$ cat src/rtl/sort_stream_adapter.sv
// sort_stream_adapter
// Collects up to eight words from a valid/ready input stream and presents
// them in parallel to an external 8-lane pipelined sorter. It holds the lanes
// stable while the sorter runs, captures the sorted lanes, then replays the
// first n of them on a valid/ready output stream. One frame is in flight at a
// time. Short frames are padded with a value that always sorts to the tail,
// so only the first n sorted words are emitted.
module sort_stream_adapter #(
  parameter int WIDTH    = 32,
  parameter int SORT_LAT = 7
) (
  input  logic             clk,
  input  logic             reset,
  input  logic             dir_cfg,
  input  logic             s_valid,
  input  logic [WIDTH-1:0] s_data,
  input  logic             s_last,
  output logic             s_ready,
  output logic             m_valid,
  output logic [WIDTH-1:0] m_data,
  output logic             m_last,
  input  logic             m_ready,
  output logic [WIDTH-1:0] sort_i0,
  output logic [WIDTH-1:0] sort_i1,
  output logic [WIDTH-1:0] sort_i2,
  output logic [WIDTH-1:0] sort_i3,
  output logic [WIDTH-1:0] sort_i4,
  output logic [WIDTH-1:0] sort_i5,
  output logic [WIDTH-1:0] sort_i6,
  output logic [WIDTH-1:0] sort_i7,
  output logic             sort_dir,
  output logic             sort_en,
  output logic             sort_rst,
  input  logic [WIDTH-1:0] sort_o0,
  input  logic [WIDTH-1:0] sort_o1,
  input  logic [WIDTH-1:0] sort_o2,
  input  logic [WIDTH-1:0] sort_o3,
  input  logic [WIDTH-1:0] sort_o4,
  input  logic [WIDTH-1:0] sort_o5,
  input  logic [WIDTH-1:0] sort_o6,
  input  logic [WIDTH-1:0] sort_o7
);

  localparam int LANES = 8;
  localparam int TW    = (SORT_LAT > 1) ? $clog2(SORT_LAT) : 1;

  typedef enum logic [1:0] {
    FILL  = 2'd0,
    SORT  = 2'd1,
    CAPT  = 2'd2,
    DRAIN = 2'd3
  } state_t;

  state_t           state;
  state_t           state_nxt;

  // cnt: next ibuf slot while filling; n: word count of the frame in flight
  logic [2:0]       cnt;
  logic [3:0]       n;
  logic [TW-1:0]    timer;
  logic [2:0]       idx;

  logic [WIDTH-1:0] ibuf       [LANES];
  logic [WIDTH-1:0] obuf       [LANES];
  logic [WIDTH-1:0] lane       [LANES];
  logic [WIDTH-1:0] sort_o_arr [LANES];

  logic             in_fire;
  logic             in_end;
  logic             out_fire;
  logic             last_beat;
  logic             sort_done;

  // Pad value that sorts behind every real word for the latched direction:
  // all-ones is never smaller than anything (ascending), all-zeros is never
  // larger than anything (descending).
  function automatic logic [WIDTH-1:0] pad_value(input logic dir);
    return dir ? {WIDTH{1'b1}} : {WIDTH{1'b0}};
  endfunction

  // The sorter shares our reset, just with the opposite polarity.
  assign sort_rst = ~reset;

  // Handshake qualifiers are derived from state directly so the output
  // decode below does not loop back on its own outputs.
  assign in_fire   = (state == FILL) & s_valid;
  assign in_end    = in_fire & (s_last | (cnt == 3'd7));
  assign out_fire  = (state == DRAIN) & m_ready;
  assign last_beat = ({1'b0, idx} == (n - 4'd1));
  assign sort_done = (timer == TW'(SORT_LAT - 1));

  assign sort_o_arr[0] = sort_o0;
  assign sort_o_arr[1] = sort_o1;
  assign sort_o_arr[2] = sort_o2;
  assign sort_o_arr[3] = sort_o3;
  assign sort_o_arr[4] = sort_o4;
  assign sort_o_arr[5] = sort_o5;
  assign sort_o_arr[6] = sort_o6;
  assign sort_o_arr[7] = sort_o7;

  // State register; reset abandons any partial frame and returns to FILL.
  always_ff @(posedge clk) begin
    if (!reset) begin
      state <= FILL;
    end else begin
      state <= state_nxt;
    end
  end

  // Next-state and stream/sorter control decode.
  always_comb begin
    state_nxt = state;
    s_ready   = 1'b0;
    m_valid   = 1'b0;
    m_last    = 1'b0;
    m_data    = '0;
    sort_en   = 1'b0;
    unique case (state)
      FILL: begin
        s_ready = 1'b1;
        if (in_end) begin
          state_nxt = SORT;
        end
      end
      SORT: begin
        sort_en = 1'b1;
        if (sort_done) begin
          state_nxt = CAPT;
        end
      end
      CAPT: begin
        state_nxt = DRAIN;
      end
      DRAIN: begin
        m_valid = 1'b1;
        m_data  = obuf[idx];
        m_last  = last_beat;
        if (out_fire && last_beat) begin
          state_nxt = FILL;
        end
      end
      default: begin
        state_nxt = FILL;
      end
    endcase
  end

  // Input collection: store each accepted word, latch the frame direction on
  // the first word, and record the frame length when the frame closes.
  always_ff @(posedge clk) begin
    if (!reset) begin
      cnt      <= 3'd0;
      n        <= 4'd0;
      sort_dir <= 1'b0;
      for (int k = 0; k < LANES; k++) begin
        ibuf[k] <= '0;
      end
    end else if (in_fire) begin
      ibuf[cnt] <= s_data;
      if (cnt == 3'd0) begin
        sort_dir <= dir_cfg;
      end
      if (in_end) begin
        n   <= {1'b0, cnt} + 4'd1;
        cnt <= 3'd0;
      end else begin
        cnt <= cnt + 3'd1;
      end
    end
  end

  // Sort window timer: counts the enabled sorter edges, wraps on exit.
  always_ff @(posedge clk) begin
    if (!reset) begin
      timer <= '0;
    end else if (state == SORT) begin
      timer <= sort_done ? '0 : timer + TW'(1);
    end
  end

  // Capture the sorted lanes once the sorter pipeline has fully drained.
  always_ff @(posedge clk) begin
    if (!reset) begin
      for (int k = 0; k < LANES; k++) begin
        obuf[k] <= '0;
      end
    end else if (state == CAPT) begin
      for (int k = 0; k < LANES; k++) begin
        obuf[k] <= sort_o_arr[k];
      end
    end
  end

  // Output read pointer: starts at lane 0 after capture, advances per beat.
  always_ff @(posedge clk) begin
    if (!reset) begin
      idx <= 3'd0;
    end else if (state == CAPT) begin
      idx <= 3'd0;
    end else if (out_fire) begin
      idx <= last_beat ? 3'd0 : idx + 3'd1;
    end
  end

  // Lane drive: real words below n, pad above; stable until the next fill.
  always_comb begin
    for (int k = 0; k < LANES; k++) begin
      lane[k] = (4'(k) < n) ? ibuf[k] : pad_value(sort_dir);
    end
  end

  assign sort_i0 = lane[0];
  assign sort_i1 = lane[1];
  assign sort_i2 = lane[2];
  assign sort_i3 = lane[3];
  assign sort_i4 = lane[4];
  assign sort_i5 = lane[5];
  assign sort_i6 = lane[6];
  assign sort_i7 = lane[7];

endmodule

$ cat config.mk
export PLATFORM = sky130hd
export DESIGN_NAME = sort_stream_adapter
export DESIGN_NICKNAME = d
export VERILOG_FILES = /design/src/rtl/sort_stream_adapter.sv
export SDC_FILE = /design/constraint.sdc
export NUM_CORES = 1
export LEC_CHECK = 0
export CORE_MARGIN = 3
export CORE_UTILIZATION = 40
export DETAILED_ROUTE_END_ITERATION = 7
export PLACE_DENSITY = 0.69
export SYNTH_ARGS = -nofsm -noshare
export SYNTH_HDL_FRONTEND = slang
export SYNTH_SLANG_ARGS = --single-unit
$ cat constraint.sdc
create_clock -name clk -period 8.8 [get_ports clk]
set_input_delay 1.76 -clock clk [delete_from_list [all_inputs] [get_ports clk]]
set_output_delay 1.76 -clock clk [all_outputs]
set_load 0.005 [all_outputs]
# Word-level counts from Yosys, hierarchy flattened
# Memories as Yosys holds them, arrays and structs flattened. A register that Yosys moved wholly into a read port is not among the register bits.
# Cells that the tools add are included.
op_classes:
  n_eq_ne: 9
  n_reduce_logical: 8
  n_addsub: 5
  order_cmp: 8
  n_mux: 41
  bitwise: 13
op_table:
  columns: ["op", "count"]
  rows:
  - ["two-way mux 32 bit", 19]
  - ["OR reduction 32 bit", 1]
  - ["two-way mux 3 bit", 6]
  - ["< comparator 3 x 4 -> 1 bit (first input constant)", 4]
  - ["two-way mux 1 bit", 12]
  - ["adder 3 x 1 -> 3 bit (second input constant)", 3]
  - ["OR 1 bit", 9]
  - ["< comparator 1 x 4 -> 1 bit (first input constant)", 2]
  - ["< comparator 2 x 4 -> 1 bit (first input constant)", 2]
  - ["case mux 2 bit (4 select lines)", 1]
  - ["equality test 3 bit (second input constant)", 2]
  - ["two-way mux 2 bit", 3]
  - ["adder 3 x 1 -> 4 bit (second input constant)", 1]
  - ["equality test 2 bit (second input constant)", 2]
  - ["equality test 3 x 4 -> 1 bit", 1]
  - ["!= test 2 bit (second input constant)", 2]
  - ["AND reduction 2 bit", 2]
  - ["subtractor 4 x 1 -> 4 bit (second input constant)", 1]
  - ["AND 1 bit", 3]
  - ["logical NOT 3 bit", 1]
  - ["AND reduction 3 bit", 1]
  - ["equality test 2 x 1 -> 1 bit (second input constant)", 1]
  - ["logical NOT 2 bit", 1]
  - ["!= test 2 x 1 -> 1 bit (second input constant)", 1]
  - ["other kinds (3)", 3]
word_totals:
  output_inout_bits: 294
  input_bits: 294
  register_bits: 16
  elab_cells: 92
  n_memories: 2
  mem_bits_rw: 512
memory_table:
  columns: ["memory", "depth", "word_bits", "read_ports", "rd_clocked_by_memory_dff", "wr", "line_no", "source"]
  rows:
  - ["ibuf", 8, 32, 8, 0, 8, "63", "logic [WIDTH-1:0] ibuf [LANES];"]
  - ["obuf", 8, 32, 1, 1, 8, "64", "logic [WIDTH-1:0] obuf [LANES];"]

# Logic depth before layout (Yosys ltp)
depth:
  word_depth: 7
  depth_mapped: 8
  mapped_depth_nobuf: 7

# Least setup slack after synthesis
# No wires, ideal clock.
synth_path:
  path_kind: "input port to flip-flop"
  start: "in reset"
  end: "mem obuf[0][0] (enable)"
  setup_slack_ps: 284
  setup_ps: 669
  path_buffers: 1
  stages: 2
  t_arrival_ps: 7847
  t_required_ps: 8131
  cell_sequence: "clkbuf_1 nand2b_1"
synth_rtl:
  columns: ["element", "line_no", "source"]
  rows:
  - ["start, declared", "13", "input logic reset,"]
  - ["end, declared", "64", null]

# Worst setup path after layout
layout_path:
  start: "reg n[3]"
  end: "out sort_i6[5]"
layout_between:
  elab_chain_cells: 2
layout_lines:
  columns: ["element", "line_no", "source"]
  rows:
  - ["start, declared", "59", "logic [3:0] n;"]
  - ["start signal, assigned", "164", "n <= {1'b0, cnt} + 4'd1;"]
  - ["< comparator 3 x 4 -> 1 bit", "208", "lane[k] = (4'(k) < n) ? ibuf[k] : pad_value(sort_dir);"]
  - ["two-way mux 32 bit", "208", null]
  - ["end, declared", "29", "output logic [WIDTH-1:0] sort_i6,"]
# Every way passes these cells.

==> run_results.csv <==
group,metric,value,unit
outcome,status,"finished clean",
finish,syn_to_final_growth,35.4,%
logic_synthesis,synth_top_family_by_area,"simple AND/OR/NAND/NOR gates",
clock_tree,cts_tree,"done",
logic_synthesis,synth.mux.area_fraction,7.39,%
logic_synthesis,synth_edf_count,512,
logic_synthesis,yosys.cell_types.count,40,
route,num_vias,17400,
logic_synthesis,synth_area_leaders,"edfxtp_1 63%, and2_1 8.3%, mux4_2 5.9%",
timing,hold_viol,0,
timing,slew_headroom,10.9,%
route,drc,0,
route,wirelength,83.0,mm
logic_synthesis,synth_area_leader_cell,"edfxtp_1",
die,io_pins,588,
logic_synthesis,syn_inst,1839,
logic_synthesis,ys.flop_type,"edfxtp_1",
route,ant_nets,0,
timing,drv_slew,0,
route,avgRoutedWirePerCell,26.0,um
finish,post-route-util,55.2,%
global_routing,grt_pass1_wl,121,mm
die,die_area,63600,um^2
clock_tree,worst_skew_pair.late_latency,630,ps
timing,setup_viol,0,
finish,nets,2671,
pwr,powerDensity,223,nW/um^2
placement,dpl_cell_area,30900,um^2
timing,finalCriticalPeriod,6020,ps
pwr,ir_worst_vdd,0.193,mV
logic_synthesis,synth_simple_gate_area_share,16.5,%
die,start_util,40.8,%
finish,nFillCells,4850,
logic_synthesis,synth_seq_cells,531,
timing,grt_setup_unrepaired,"false",
global_routing,gr-total-overflow,0,
logic_synthesis,async_flop_share,0,%
clock_tree,clk_pin_slew,60,ps
die,die_h,252,um
die,rows,89,
timing,worst_slack,2780,ps
clock_tree,root_buffer,"clkbuf_16",
clock_tree,cts_made_buffers,58,
logic_synthesis,yosysWarnings,0,
critical_path,crit_type,"reg -> out",
timing,finalCritPeriodShare,68.4,%
placement,gp_congestion,0.864,
logic_synthesis,synth.top_cell.area_share,63.4,%
timing,skew,31.4,ps
timing,setup_tns,0,ps
placement,numPortBuffers,587,
timing,fmaxAchievable,166,MHz
timing,worstMarginPinSlew,1330,ps
placement,dp_slack,3510,ps
logic_synthesis,synth_compound_area_share,6.80,%
route,firstDrtPassIters,6,
critical_path,critPathCaptureType,"primary output",
finish,final_common_cell,"clkdlybuf4s50_1",
critical_path,worst_ep_required_time,7040,ps
clock_tree,cts.sink_count,531,
global_routing,groute.usage.overall,25.6,%
die,die_w,252,um
logic_synthesis,syn_area_per_cell,13.2,um^2
route,vias_per_cell,5.43,
critical_path,cp_data_arrival_time,4260,ps
logic_synthesis,ys_seq_area_share,65.0,%
global_routing,grt_pass1_vias,17800,
clock_tree,h-tree-depth,2,
clock_tree,cts_setup_buffers,0,
critical_path,r2r_setup_slack,5350,ps
global_routing,grt_max_degree,140,
route,first_iter_violations,1682,
run,cap_viol_max_count,0,
finish,final_cell_mix,"586 x clkdlybuf4s50_1, 512 x edfxtp_1, 321 x and2_1",
finish,fin_area,32800,um^2
pwr,power_leakage,0.0137,uW
worst_hold_path,hp-class,"reg -> reg",
critical_path,cp-start-kind,"register",
finish,drive_gt1_share,8.67,%
clock_tree,clk_path_buf_depth,3,
timing,whs,500,ps
placement,dp.final_hpwl,56.9,mm
clock_tree,hold_buffers,0,
clock_tree,ctsResizeCount,0,
die,core,59500,um^2
logic_synthesis,syn_nets,2145,
logic_synthesis,synthAdderAreaFrac,0.619,%
critical_path,cp_max_fo,75,
logic_synthesis,syn_area,24300,um^2
logic_synthesis,synthXorXnorAreaFrac,0.108,%
global_routing,antenna_found_initial,14,
## cells in the mapped netlist (all sizes together), types with 2 or more instances
master  number
nor2        50
clkbuf     133
ha          12
xnor2        2
and3       192
nor3         8
a21o       128
o21ai      108
a21oi       10
mux2i       35
or2          2
inv         73
dfxtp       19
edfxtp     512
a22oi        2
nand2b       7
and2       321
mux4        64
nand3        4
nand2      117
nand3b       2
buf         23
## power breakdown
group          switching, uW  total [uW]  leakage, uW  internal [uW]
Clock                   1050        2500     0.000940           1450
Combinational            804        1600      0.00728            799
Sequential              93.0        3220      0.00546           3130
## sequential cells by signal, indices dropped and copies added, names as in the netlist, named ones only
signal and cells:
obuf 256, cnt 3, n 4, idx 3, state 2, sort_dir 1, timer 3, ibuf 256
## final timing paths
check	startpoint	to	cells past startpoint
worst max register to register	state[0]$_SDFFE_PN0P_	ibuf[1][9]$_SDFFCE_PN0P_	8
worst max-delay path	n[3]$_SDFFE_PN0P_	sort_i6[5]	5
worst min register to register	state[0]$_SDFFE_PN0P_	state[0]$_SDFFE_PN0P_	2
worst min-delay path	state[0]$_SDFFE_PN0P_	state[0]$_SDFFE_PN0P_	2
## critical path, cell delays in order, from the launching register on
cell and delay [ps]:
dfxtp_2 310, buf_4 350, a21oi_4 920, nand2_1 1020
o21ai_1 390, clkdlybuf4s50_1 560
## metrics by stage
step / cells / total power [uW]
after detailed placement: 3078 / 4860
final: 3196 / 7320
after CTS: 3185 / 7360
after global routing: 3191 / 7590
after global placement: 3078 / 4830
after floorplan: 1839 / 3940
## layout make-up
type,instances,area (um^2),share of cell area [%]
well taps,773,967,2.95
flip-flops and latches,531,15800,48.0
inverters,73,274,0.834
clock inverters,40,448,1.36
diodes,11,27.5,0.0838
multi-input cells,1079,7730,23.6
repair buffers,622,6140,18.7
clock buffers,67,1490,4.52
## logic make-up (layout without fill, tap and decap cells)
group                      Yosys count  count (layout)
and+or+nand+nor                    709             709
DFF                                531             531
AOI/OAI and AO/OA                  256             256
buffers and inverters              229             802
muxes                               99              99
adders and majority gates           12              12
xor gates and xnor gates             3               3
other                                0              11
## per-layer routing
| metal | global-route usage, % | share of wire, % | vias up |
|---|---|---|---|
| met2 | 41.9 | 48 | 811 |
| met5 | 0 | 0.060 | - |
| li1 | - | - | 7668 |
| met3 | 8.63 | 10 | 157 |
| met1 | 31.8 | 38 | 8715 |
| met4 | 8.93 | 3.5 | 8 |
Note: power is estimated with default switching activity, not from simulation.
